**config.mk**
```make
export PLATFORM = sky130hd
export DESIGN_NAME = psram_wb_bridge_flat
export DESIGN_NICKNAME = d
export VERILOG_FILES = /design/src/rtl/psram_pkg.sv /design/src/rtl/psram_wb_bridge_if.sv /design/src/rtl/psram_line_cache.sv /design/src/rtl/psram_wb_bridge.sv /design/src/flat_wrapper.sv
export SDC_FILE = /design/constraint.sdc
export NUM_CORES = 1
export LEC_CHECK = 0
export BUFFER_PORTS_ARGS = -buffer_cell sky130_fd_sc_hd__buf_4
export CORE_MARGIN = 2
export CORE_UTILIZATION = 35
export DETAILED_ROUTE_END_ITERATION = 7
export PLACE_DENSITY = 0.66
export SLEW_MARGIN = 10
export SYNTH_ARGS = -nofsm -noshare
export SYNTH_HDL_FRONTEND = slang
export SYNTH_HIERARCHICAL = 1
export SYNTH_SLANG_ARGS = --single-unit
```
**constraint.sdc**
```tcl
create_clock -name clk -period 2.7 [get_ports clk]
set_input_delay 0.135 -clock clk [delete_from_list [all_inputs] [get_ports clk]]
set_output_delay 0.135 -clock clk [all_outputs]
set_load 0.005 [all_outputs]
```
**src/rtl/psram_pkg.sv**
```systemverilog
// Shared widths, FSM states, bus payload and lane helpers for the Wishbone-to-FML PSRAM bridge.
package psram_pkg;

  localparam int unsigned FML_ADR_W  = 23;
  localparam int unsigned WB_ADR_W   = 32;
  localparam int unsigned WB_DAT_W   = 32;
  localparam int unsigned WB_SEL_W   = 4;
  localparam int unsigned LINE_W     = 64;
  localparam int unsigned LINE_SEL_W = 8;
  localparam int unsigned TAG_LSB    = 3;
  localparam int unsigned TAG_MSB    = 23;
  localparam int unsigned TAG_W      = TAG_MSB - TAG_LSB + 1;
  localparam int unsigned LANE_BIT   = 2;

  localparam logic [LINE_SEL_W-1:0] SEL_LO_MASK = 8'h0F;
  localparam logic [LINE_SEL_W-1:0] SEL_HI_MASK = 8'hF0;

  typedef enum logic [1:0] {
    WAIT_RDY = 2'd0,
    IDLE     = 2'd1,
    REQ      = 2'd2,
    ACK      = 2'd3
  } state_t;

  typedef struct packed {
    logic [FML_ADR_W-1:0]  adr;
    logic                  we;
    logic [LINE_SEL_W-1:0] sel;
    logic [LINE_W-1:0]     dat;
  } fml_req_t;

  // Place 4 Wishbone byte enables on the addressed half of the 8-byte line.
  function automatic logic [LINE_SEL_W-1:0] lane_sel(input logic hi, input logic [WB_SEL_W-1:0] sel);
    return {sel, sel} & (hi ? SEL_HI_MASK : SEL_LO_MASK);
  endfunction

  function automatic logic [WB_DAT_W-1:0] lane_data(input logic hi, input logic [LINE_W-1:0] line);
    return hi ? line[LINE_W-1:WB_DAT_W] : line[WB_DAT_W-1:0];
  endfunction

endpackage

```
**src/rtl/psram_wb_bridge_if.sv**
```systemverilog
// Wishbone classic slave bus bundle for the PSRAM bridge.
interface psram_wb_bridge_if;
  import psram_pkg::*;

  logic [WB_ADR_W-1:0] wb_adr_i;
  logic [WB_DAT_W-1:0] wb_dat_i;
  logic [WB_DAT_W-1:0] wb_dat_o;
  logic [WB_SEL_W-1:0] wb_sel_i;
  logic                wb_cyc_i;
  logic                wb_stb_i;
  logic                wb_we_i;
  logic                wb_ack_o;

  modport master (
    output wb_adr_i, wb_dat_i, wb_sel_i, wb_cyc_i, wb_stb_i, wb_we_i,
    input  wb_dat_o, wb_ack_o
  );

  modport slave (
    input  wb_adr_i, wb_dat_i, wb_sel_i, wb_cyc_i, wb_stb_i, wb_we_i,
    output wb_dat_o, wb_ack_o
  );
endinterface

```
**src/rtl/psram_line_cache.sv**
```systemverilog
// One-line write-through read cache: tag, valid, byte-merged data and hit compare.
module psram_line_cache
  import psram_pkg::*;
(
  input  logic                  clk,
  input  logic                  rst_n,
  input  logic [TAG_W-1:0]      lookup_tag,
  input  logic                  upd_en,
  input  logic                  upd_we,
  input  logic [TAG_W-1:0]      upd_tag,
  input  logic [LINE_SEL_W-1:0] upd_sel,
  input  logic [LINE_W-1:0]     upd_data,
  output logic                  hit_c,
  output logic [LINE_W-1:0]     line_data
);

  logic             valid_q;
  logic [TAG_W-1:0] tag_q;

  // Read completion refills the line; a write to the held line merges its enabled bytes.
  always_ff @(posedge clk or negedge rst_n) begin
    if (!rst_n) begin
      valid_q   <= 1'b0;
      tag_q     <= '0;
      line_data <= '0;
    end else if (upd_en) begin
      if (!upd_we) begin
        valid_q   <= 1'b1;
        tag_q     <= upd_tag;
        line_data <= upd_data;
      end else if (valid_q && (tag_q == upd_tag)) begin
        for (int b = 0; b < int'(LINE_SEL_W); b++) begin
          if (upd_sel[b]) line_data[8*b +: 8] <= upd_data[8*b +: 8];
        end
      end
    end
  end

  assign hit_c = valid_q && (tag_q == lookup_tag);

endmodule

```
**src/rtl/psram_wb_bridge.sv**
```systemverilog
// Wishbone classic slave to 64-bit FML master bridge for the PSRAM controller.
// Optional one-line read cache enabled by defining PSRAM_WB_BRIDGE_CACHE_EN.
module psram_wb_bridge
  import psram_pkg::*;
(
  input  logic                  clk,
  input  logic                  rst_n,
  input  logic                  controller_ready,
  psram_wb_bridge_if.slave      wb,
  output logic [FML_ADR_W-1:0]  fml_adr,
  output logic                  fml_stb,
  output logic                  fml_we,
  output logic [LINE_SEL_W-1:0] fml_sel,
  output logic [LINE_W-1:0]     fml_do,
  input  logic [LINE_W-1:0]     fml_di,
  input  logic                  fml_eack
);

  state_t              state_q, state_d;
  fml_req_t            fml_q, fml_d;
  logic                fml_stb_d;
  logic                hi_q, hi_d;
  logic                we_q, we_d;
  logic                abort_q, abort_d;
  logic                ack_d;
  logic [WB_DAT_W-1:0] dat_d;

  logic                cyc_stb_c;
  logic                abort_c;
  logic                hit_c;
  logic [LINE_W-1:0]   cache_line;
  logic [TAG_W-1:0]    lookup_tag;
  logic                unused_adr;

  assign cyc_stb_c  = wb.wb_cyc_i & wb.wb_stb_i;
  assign abort_c    = abort_q | ~wb.wb_cyc_i;
  assign lookup_tag = wb.wb_adr_i[TAG_MSB:TAG_LSB];
  assign unused_adr = ^{wb.wb_adr_i[WB_ADR_W-1:TAG_MSB+1], wb.wb_adr_i[1:0]};

`ifdef PSRAM_WB_BRIDGE_CACHE_EN
  logic upd_en_c;
  assign upd_en_c = (state_q == REQ) && fml_eack;

  psram_line_cache u_cache (
    .clk        (clk),
    .rst_n      (rst_n),
    .lookup_tag (lookup_tag),
    .upd_en     (upd_en_c),
    .upd_we     (fml_q.we),
    .upd_tag    (fml_q.adr[FML_ADR_W-1:2]),
    .upd_sel    (fml_q.sel),
    .upd_data   (fml_q.we ? fml_q.dat : fml_di),
    .hit_c      (hit_c),
    .line_data  (cache_line)
  );
`else
  assign hit_c      = 1'b0;
  assign cache_line = '0;
`endif

  // State and registered outputs.
  always_ff @(posedge clk or negedge rst_n) begin
    if (!rst_n) begin
      state_q     <= WAIT_RDY;
      fml_q       <= '0;
      fml_stb     <= 1'b0;
      hi_q        <= 1'b0;
      we_q        <= 1'b0;
      abort_q     <= 1'b0;
      wb.wb_ack_o <= 1'b0;
      wb.wb_dat_o <= '0;
    end else begin
      state_q     <= state_d;
      fml_q       <= fml_d;
      fml_stb     <= fml_stb_d;
      hi_q        <= hi_d;
      we_q        <= we_d;
      abort_q     <= abort_d;
      wb.wb_ack_o <= ack_d;
      wb.wb_dat_o <= dat_d;
    end
  end

  // Next state.
  always_comb begin
    state_d = state_q;
    case (state_q)
      WAIT_RDY: if (controller_ready) state_d = IDLE;
      IDLE:     if (cyc_stb_c) state_d = (!wb.wb_we_i && hit_c) ? ACK : REQ;
      REQ:      if (fml_eack) state_d = abort_c ? IDLE : ACK;
      ACK:      state_d = IDLE;
      default:  state_d = WAIT_RDY;
    endcase
  end

  // Next values of the registered outputs; the FML request stays frozen throughout REQ.
  always_comb begin
    fml_d     = fml_q;
    fml_stb_d = fml_stb;
    hi_d      = hi_q;
    we_d      = we_q;
    abort_d   = abort_q;
    ack_d     = 1'b0;
    dat_d     = wb.wb_dat_o;
    case (state_q)
      IDLE: begin
        if (cyc_stb_c) begin
          hi_d    = wb.wb_adr_i[LANE_BIT];
          we_d    = wb.wb_we_i;
          abort_d = 1'b0;
          if (!wb.wb_we_i && hit_c) begin
            ack_d = 1'b1;
            dat_d = lane_data(wb.wb_adr_i[LANE_BIT], cache_line);
          end else begin
            fml_stb_d = 1'b1;
            fml_d.adr = {lookup_tag, 2'b00};
            fml_d.we  = wb.wb_we_i;
            fml_d.sel = lane_sel(wb.wb_adr_i[LANE_BIT], wb.wb_sel_i);
            fml_d.dat = {wb.wb_dat_i, wb.wb_dat_i};
          end
        end
      end
      REQ: begin
        if (!wb.wb_cyc_i) abort_d = 1'b1;
        if (fml_eack) begin
          fml_stb_d = 1'b0;
          if (!abort_c) begin
            ack_d = 1'b1;
            if (!we_q) dat_d = lane_data(hi_q, fml_di);
          end
        end
      end
      default: ;
    endcase
  end

  assign fml_adr = fml_q.adr;
  assign fml_we  = fml_q.we;
  assign fml_sel = fml_q.sel;
  assign fml_do  = fml_q.dat;

endmodule

```
**src/flat_wrapper.sv**
```systemverilog
// flat-port wrapper written by rule: the top's interface ports become plain ports
module psram_wb_bridge_flat import psram_pkg::*;
  (clk, rst_n, controller_ready, fml_adr, fml_stb, fml_we, fml_sel, fml_do, fml_di, fml_eack, wb_wb_adr_i, wb_wb_dat_i, wb_wb_sel_i, wb_wb_cyc_i, wb_wb_stb_i, wb_wb_we_i, wb_wb_dat_o, wb_wb_ack_o);
  psram_wb_bridge_if wb_i ();
  input  logic clk;
  input  logic rst_n;
  input  logic controller_ready;
  output logic [FML_ADR_W-1:0] fml_adr;
  output logic fml_stb;
  output logic fml_we;
  output logic [LINE_SEL_W-1:0] fml_sel;
  output logic [LINE_W-1:0] fml_do;
  input  logic [LINE_W-1:0] fml_di;
  input  logic fml_eack;
  input wire logic [$bits(wb_i.wb_adr_i)-1:0] wb_wb_adr_i;
  input wire logic [$bits(wb_i.wb_dat_i)-1:0] wb_wb_dat_i;
  input wire logic [$bits(wb_i.wb_sel_i)-1:0] wb_wb_sel_i;
  input wire logic [$bits(wb_i.wb_cyc_i)-1:0] wb_wb_cyc_i;
  input wire logic [$bits(wb_i.wb_stb_i)-1:0] wb_wb_stb_i;
  input wire logic [$bits(wb_i.wb_we_i)-1:0] wb_wb_we_i;
  output wire logic [$bits(wb_i.wb_dat_o)-1:0] wb_wb_dat_o;
  output wire logic [$bits(wb_i.wb_ack_o)-1:0] wb_wb_ack_o;
  assign wb_i.wb_adr_i = wb_wb_adr_i;
  assign wb_i.wb_dat_i = wb_wb_dat_i;
  assign wb_i.wb_sel_i = wb_wb_sel_i;
  assign wb_i.wb_cyc_i = wb_wb_cyc_i;
  assign wb_i.wb_stb_i = wb_wb_stb_i;
  assign wb_i.wb_we_i = wb_wb_we_i;
  assign wb_wb_dat_o = wb_i.wb_dat_o;
  assign wb_wb_ack_o = wb_i.wb_ack_o;
  psram_wb_bridge u_core (.clk(clk), .rst_n(rst_n), .controller_ready(controller_ready), .wb(wb_i), .fml_adr(fml_adr), .fml_stb(fml_stb), .fml_we(fml_we), .fml_sel(fml_sel), .fml_do(fml_do), .fml_di(fml_di), .fml_eack(fml_eack));
endmodule
```
Yosys cells after proc, flatten, opt, wreduce, memory -nomap -nowiden --
Cells that the tools add are included.
Storage, ports and cells: memory bits (writable) 0, memories 0, register bits 132, bits in latches 0, input bits 139, memory bits (read-only) 0, output and inout bits 130, word-level logic and storage cells 46
Operators by class: magnitude comparators 0, reductions and logical operators 7, divide/modulo/power cells 0, eq/ne operators 7, multiplexer cells 16, add/subtract/negate cells 0, bitwise operators 6, shifts and indexed selects 0, multiply operators 0
Operator list (count):
- 2-to-1 mux 32 bit | 1
- AND reduction 3 bit | 3
- bitwise AND 8 bit | 1
- 2-to-1 mux 2 bit | 4
- 2-to-1 mux 8 bit | 1
- case mux 2 bit (4 select lines) | 1
- 2-to-1 mux 1 bit | 7
- != test 2 bit (second input constant) | 3
- == test 2 bit (second input constant) | 2
- case mux 1 bit (2 select lines) | 2
- AND reduction 4 bit | 1
- inverter 1 bit | 3
- == test 2 x 1 -> 1 bit (second input constant) | 1
- zero test 2 bit | 1
- != test 2 x 1 -> 1 bit (second input constant) | 1
- AND reduction 2 bit | 1
- nonzero test 2 bit | 1
- bitwise AND 1 bit | 1
- bitwise OR 1 bit | 1

Longest topological paths before layout --
depth in word-level cells 5, depth in mapped cells 7, gate-level depth less buffers 5

Worst setup path before layout --
OpenSTA, ideal clock, no wires.
path type flip-flop to flip-flop, from reg u_core.state_q[0], to reg u_core.wb.wb_dat_o[10], path slack 963 ps, library setup time 125 ps, stages on the path, launching flop included 8, data required time 2575 ps, arrival time 1611 ps, path buffers 2, period minus slack after synthesis 1737 ps, cell sequence dfrtp_1 inv_1 ha_1 and4b_4 nor2b_4 buf_6 buf_12 mux2_4
On the way: longest elaborated chain between the ends 2
Ends and longest elaborated chain:
- start, declared | RTL line psram_wb_bridge.sv:19 | state_t state_q, state_d;
- start signal, assigned | RTL line psram_wb_bridge.sv:73 | state_q <= state_d;
- == test 2 bit | RTL line psram_wb_bridge.sv:105 | case (state_q)
- AND reduction 4 bit (no source line)
- end signal, assigned | RTL line psram_wb_bridge.sv:80 | wb.wb_dat_o <= dat_d;
- end, declared | RTL line psram_wb_bridge_if.sv:21 | output wb_dat_o, wb_ack_o
No other way between the ends. A chain may end at the register's enable or synchronous reset.

Worst setup path after layout --
from reg u_core.state_q[0], to reg u_core.wb.wb_dat_o[12]
Same word-level chain as after synthesis.

==> flow_summary.ini <==
[clocking]
cts_root_buffer = clkbuf_16
htreeDepth = 3
cts.sinks = 100
ctsHoldBuffers = 55
clk_pin_slew_ps = 70
cts_tree = built
postCtsSetupBuffers = 0
clk_path_buf_depth = 2
cts_buffers = 9
cts_resized = 0
clk_latency_ps = 340

[layout]
num-fill-cells = 1155
seq_area_sq_um = 2500
layout_common_cells = buf_4 (258), nand2_1 (178), dfrtp_1 (100)
final_nets = 854
drive_above_1_share_pct = 48.3
multi_input_area_sq_um = 1780
final_common_cell = buf_4
diodes = 0
area_growth_pct = 57.1

[pwr]
switching_share_pct = 30.7
powerDensity_nw_per_um2 = 956
netSwitchingPower_uw = 2170
p_leak_uw = 0.00391
p_seq_share_pct = 37.6
pwr-share-clk_pct = 19.5
p_int_uw = 4890
ir_drop_uv = 449
combinationalPowerShare_pct = 42.9

[synth]
async_flop_share_pct = 100
netlist_instances = 439
yosysSeqAreaShare_pct = 53.3
ys.flop_type = dfrtp_1
ys_ff_latch = 100
avgSynthCellArea_sq_um = 10.7
synth_enable_flop_cells = 0
syn-cell-area_sq_um = 4700
synth_warnings = 6
ys_types = 27

[worst_setup_path]
worstSetupStartpointType = flip-flop
r2r_start = u_core/state_q[0]$_DFFE_PN0P_
cp-startpoint = u_core/state_q[0]$_DFFE_PN0P_
crit_buf_inv = 2
crit_type = reg2reg
end_kind = flip-flop
slowest_stage = nor2b_4
critPathTopFamily = simple AND/OR/NAND/NOR gates
cp_max_fo = 23
cp.required_ps = 2920
cp.arrival_ps = 2420
crit_chain = inv_1 > ha_1 > and4b_4 > nor2b_4 > buf_12 > mux2_4
crit_path_max_incr_delay_ps = 420

[drt]
met2WireLength_microns = 6770
antenna_left = 0
topRoutingLayerUsed = met4
wl_microns = 13200
drt-met1-wl_microns = 5260
drc_errors = 0
via_per_inst = 4.43
wl_per_cell_microns = 14.8
dr_wl_met3_microns = 901
drt_iter0_drc = 152
firstDrtPassIters = 4
vias = 3950

[sta]
finalHoldViolations = 0
fin_crit_sh_pct = 81.2
whs_ps = 20.4
finalClockSkew_ps = 5.94
fmax_mhz = 456
drv_slew = 0
finalCriticalPeriod_ps = 2190
max_slew_margin_pct = 60.8
fin_tns_setup_ps = 0
grt_setup_unrepaired = false
worst_pin_slew_ps = 588
setup_viol = 0

[place]
hpwl_microns = 8850
io_buffer_count = 256
gp_congestion = 0.765

[global_route]
grt_usage_pct = 18.1
grt_pass1_vias = 4067
grt_max_degree = 59
antenna_found_initial = 0
overflow = 0
grt_pass1_wl_microns = 20600

[hold_path]
hp-start = wb_wb_sel_i[0]
hold_class = in2reg

[status]
status = completed

[die]
dieArea_sq_um = 14400
die_h_microns = 120
core_sq_um = 13200
placementRows = 42
initial_utilization_pct = 35.6
io_pins = 269
die_x_microns = 120

[flow_run]
max_cap_violations = 0
## path summary, 6_finish.rpt
check | endpoint | slack (ps) | cells after the start
max | u_core/wb.wb_dat_o[12]$_DFFE_PN0P_ | 510 | 6
min | u_core/fml_sel[4]$_DFFE_PN0P_ | 20 | 3
max reg2reg | u_core/wb.wb_dat_o[12]$_DFFE_PN0P_ | 510 | 6
min reg2reg | u_core/fml_sel[5]$_DFFE_PN0P_ | 470 | 2
max in group asynchronous | u_core/wb.wb_dat_o[12]$_DFFE_PN0P_ | 1620 | 3
min in group asynchronous | u_core/wb.wb_dat_o[2]$_DFFE_PN0P_ | 340 | 2
## cell usage after synthesis (2+ instances only)
master	n	area [sq um]
o21ai_0	7	35.0
nand3_1	5	25.0
inv_1	3	11.3
mux2_2	34	383
a21oi_1	2	10.0
clkbuf_1	11	41.3
buf_2	6	30.0
nand2b_1	4	25.0
mux2_4	30	450
ha_1	5	62.6
buf_4	36	270
dfrtp_1	100	2500
buf_12	3	60.1
nor2b_1	3	18.8
nand2_1	178	668
## final cells by class
type | instances | share of cell area, %
Clock buffer | 11 | 3.29
Timing Repair Buffer | 316 | 34.5
Tap cell | 176 | 2.98
Sequential cell | 100 | 33.9
Clock inverter | 5 | 1.02
Multi-Input combinational cell | 280 | 24.1
Inverter | 3 | 0.153
## metal layers
layer	vias to the layer above	track usage, %
met5	-	0
met1	1874	21.8
met4	0	7.13
li1	1902	-
met3	17	4.42
met2	157	31.2
## metrics by stage
| step | cell area [sq um] | util, % | instances | power, uW | worst slack (ps) |
|---|---|---|---|---|---|
| floorplan | 4700 | - | 440 | 4130 | 963 |
| global placement | 6510 | 49.4 | 820 | 5560 | 607 |
| detailed placement | 6510 | 49.4 | 820 | 5640 | 512 |
| CTS | 7380 | 55.9 | 891 | 7110 | 500 |
| global route | 7380 | 55.9 | 891 | 7500 | 405 |
| finish | 7380 | 55.9 | 891 | 7060 | 508 |
## worst register-to-register path: stages (launching register included)
cell     delay [ps]
dfrtp_1         400
inv_1           130
ha_1            250
and4b_4         270
nor2b_4         420
buf_12          270
mux2_4          340
## cell families (layout without fill, tap and decap cells)
kind of cell | Yosys count | after routing | synth area share [%]
AND/OR/NAND/NOR | 196 | 196 | 16.8
flip-flops | 100 | 100 | 53.3
multiplexers | 65 | 65 | 18.0
buffers and inverters | 60 | 335 | 9.03
AO/OA/AOI/OAI | 12 | 12 | 1.49
adder cells (fa/ha/maj) | 5 | 5 | 1.33
other | 1 | 2 | 0.0798
## state kept, by name, summed over array words and instances, names as in the netlist
register and cells:
u_core/abort_q 1, u_core/fml_adr 21, u_core/fml_do 32, u_core/fml_sel 8, u_core/fml_stb 1, u_core/hi_q 1, u_core/state_q 2, u_core/wb.wb_ack_o 1
u_core/wb.wb_dat_o 32, u_core/we_q 1
## power groups by stage
stage	clock (uW)	combinational (uW)	sequential, uW
2_1_floorplan	0	1480	2640
3_3_place_gp	0	2910	2640
3_5_place_dp	0	2970	2670
4_1_cts	1420	3040	2660
5_1_grt	1470	3280	2740
6_report	1380	3020	2650
(Power assumes the default switching activity.)
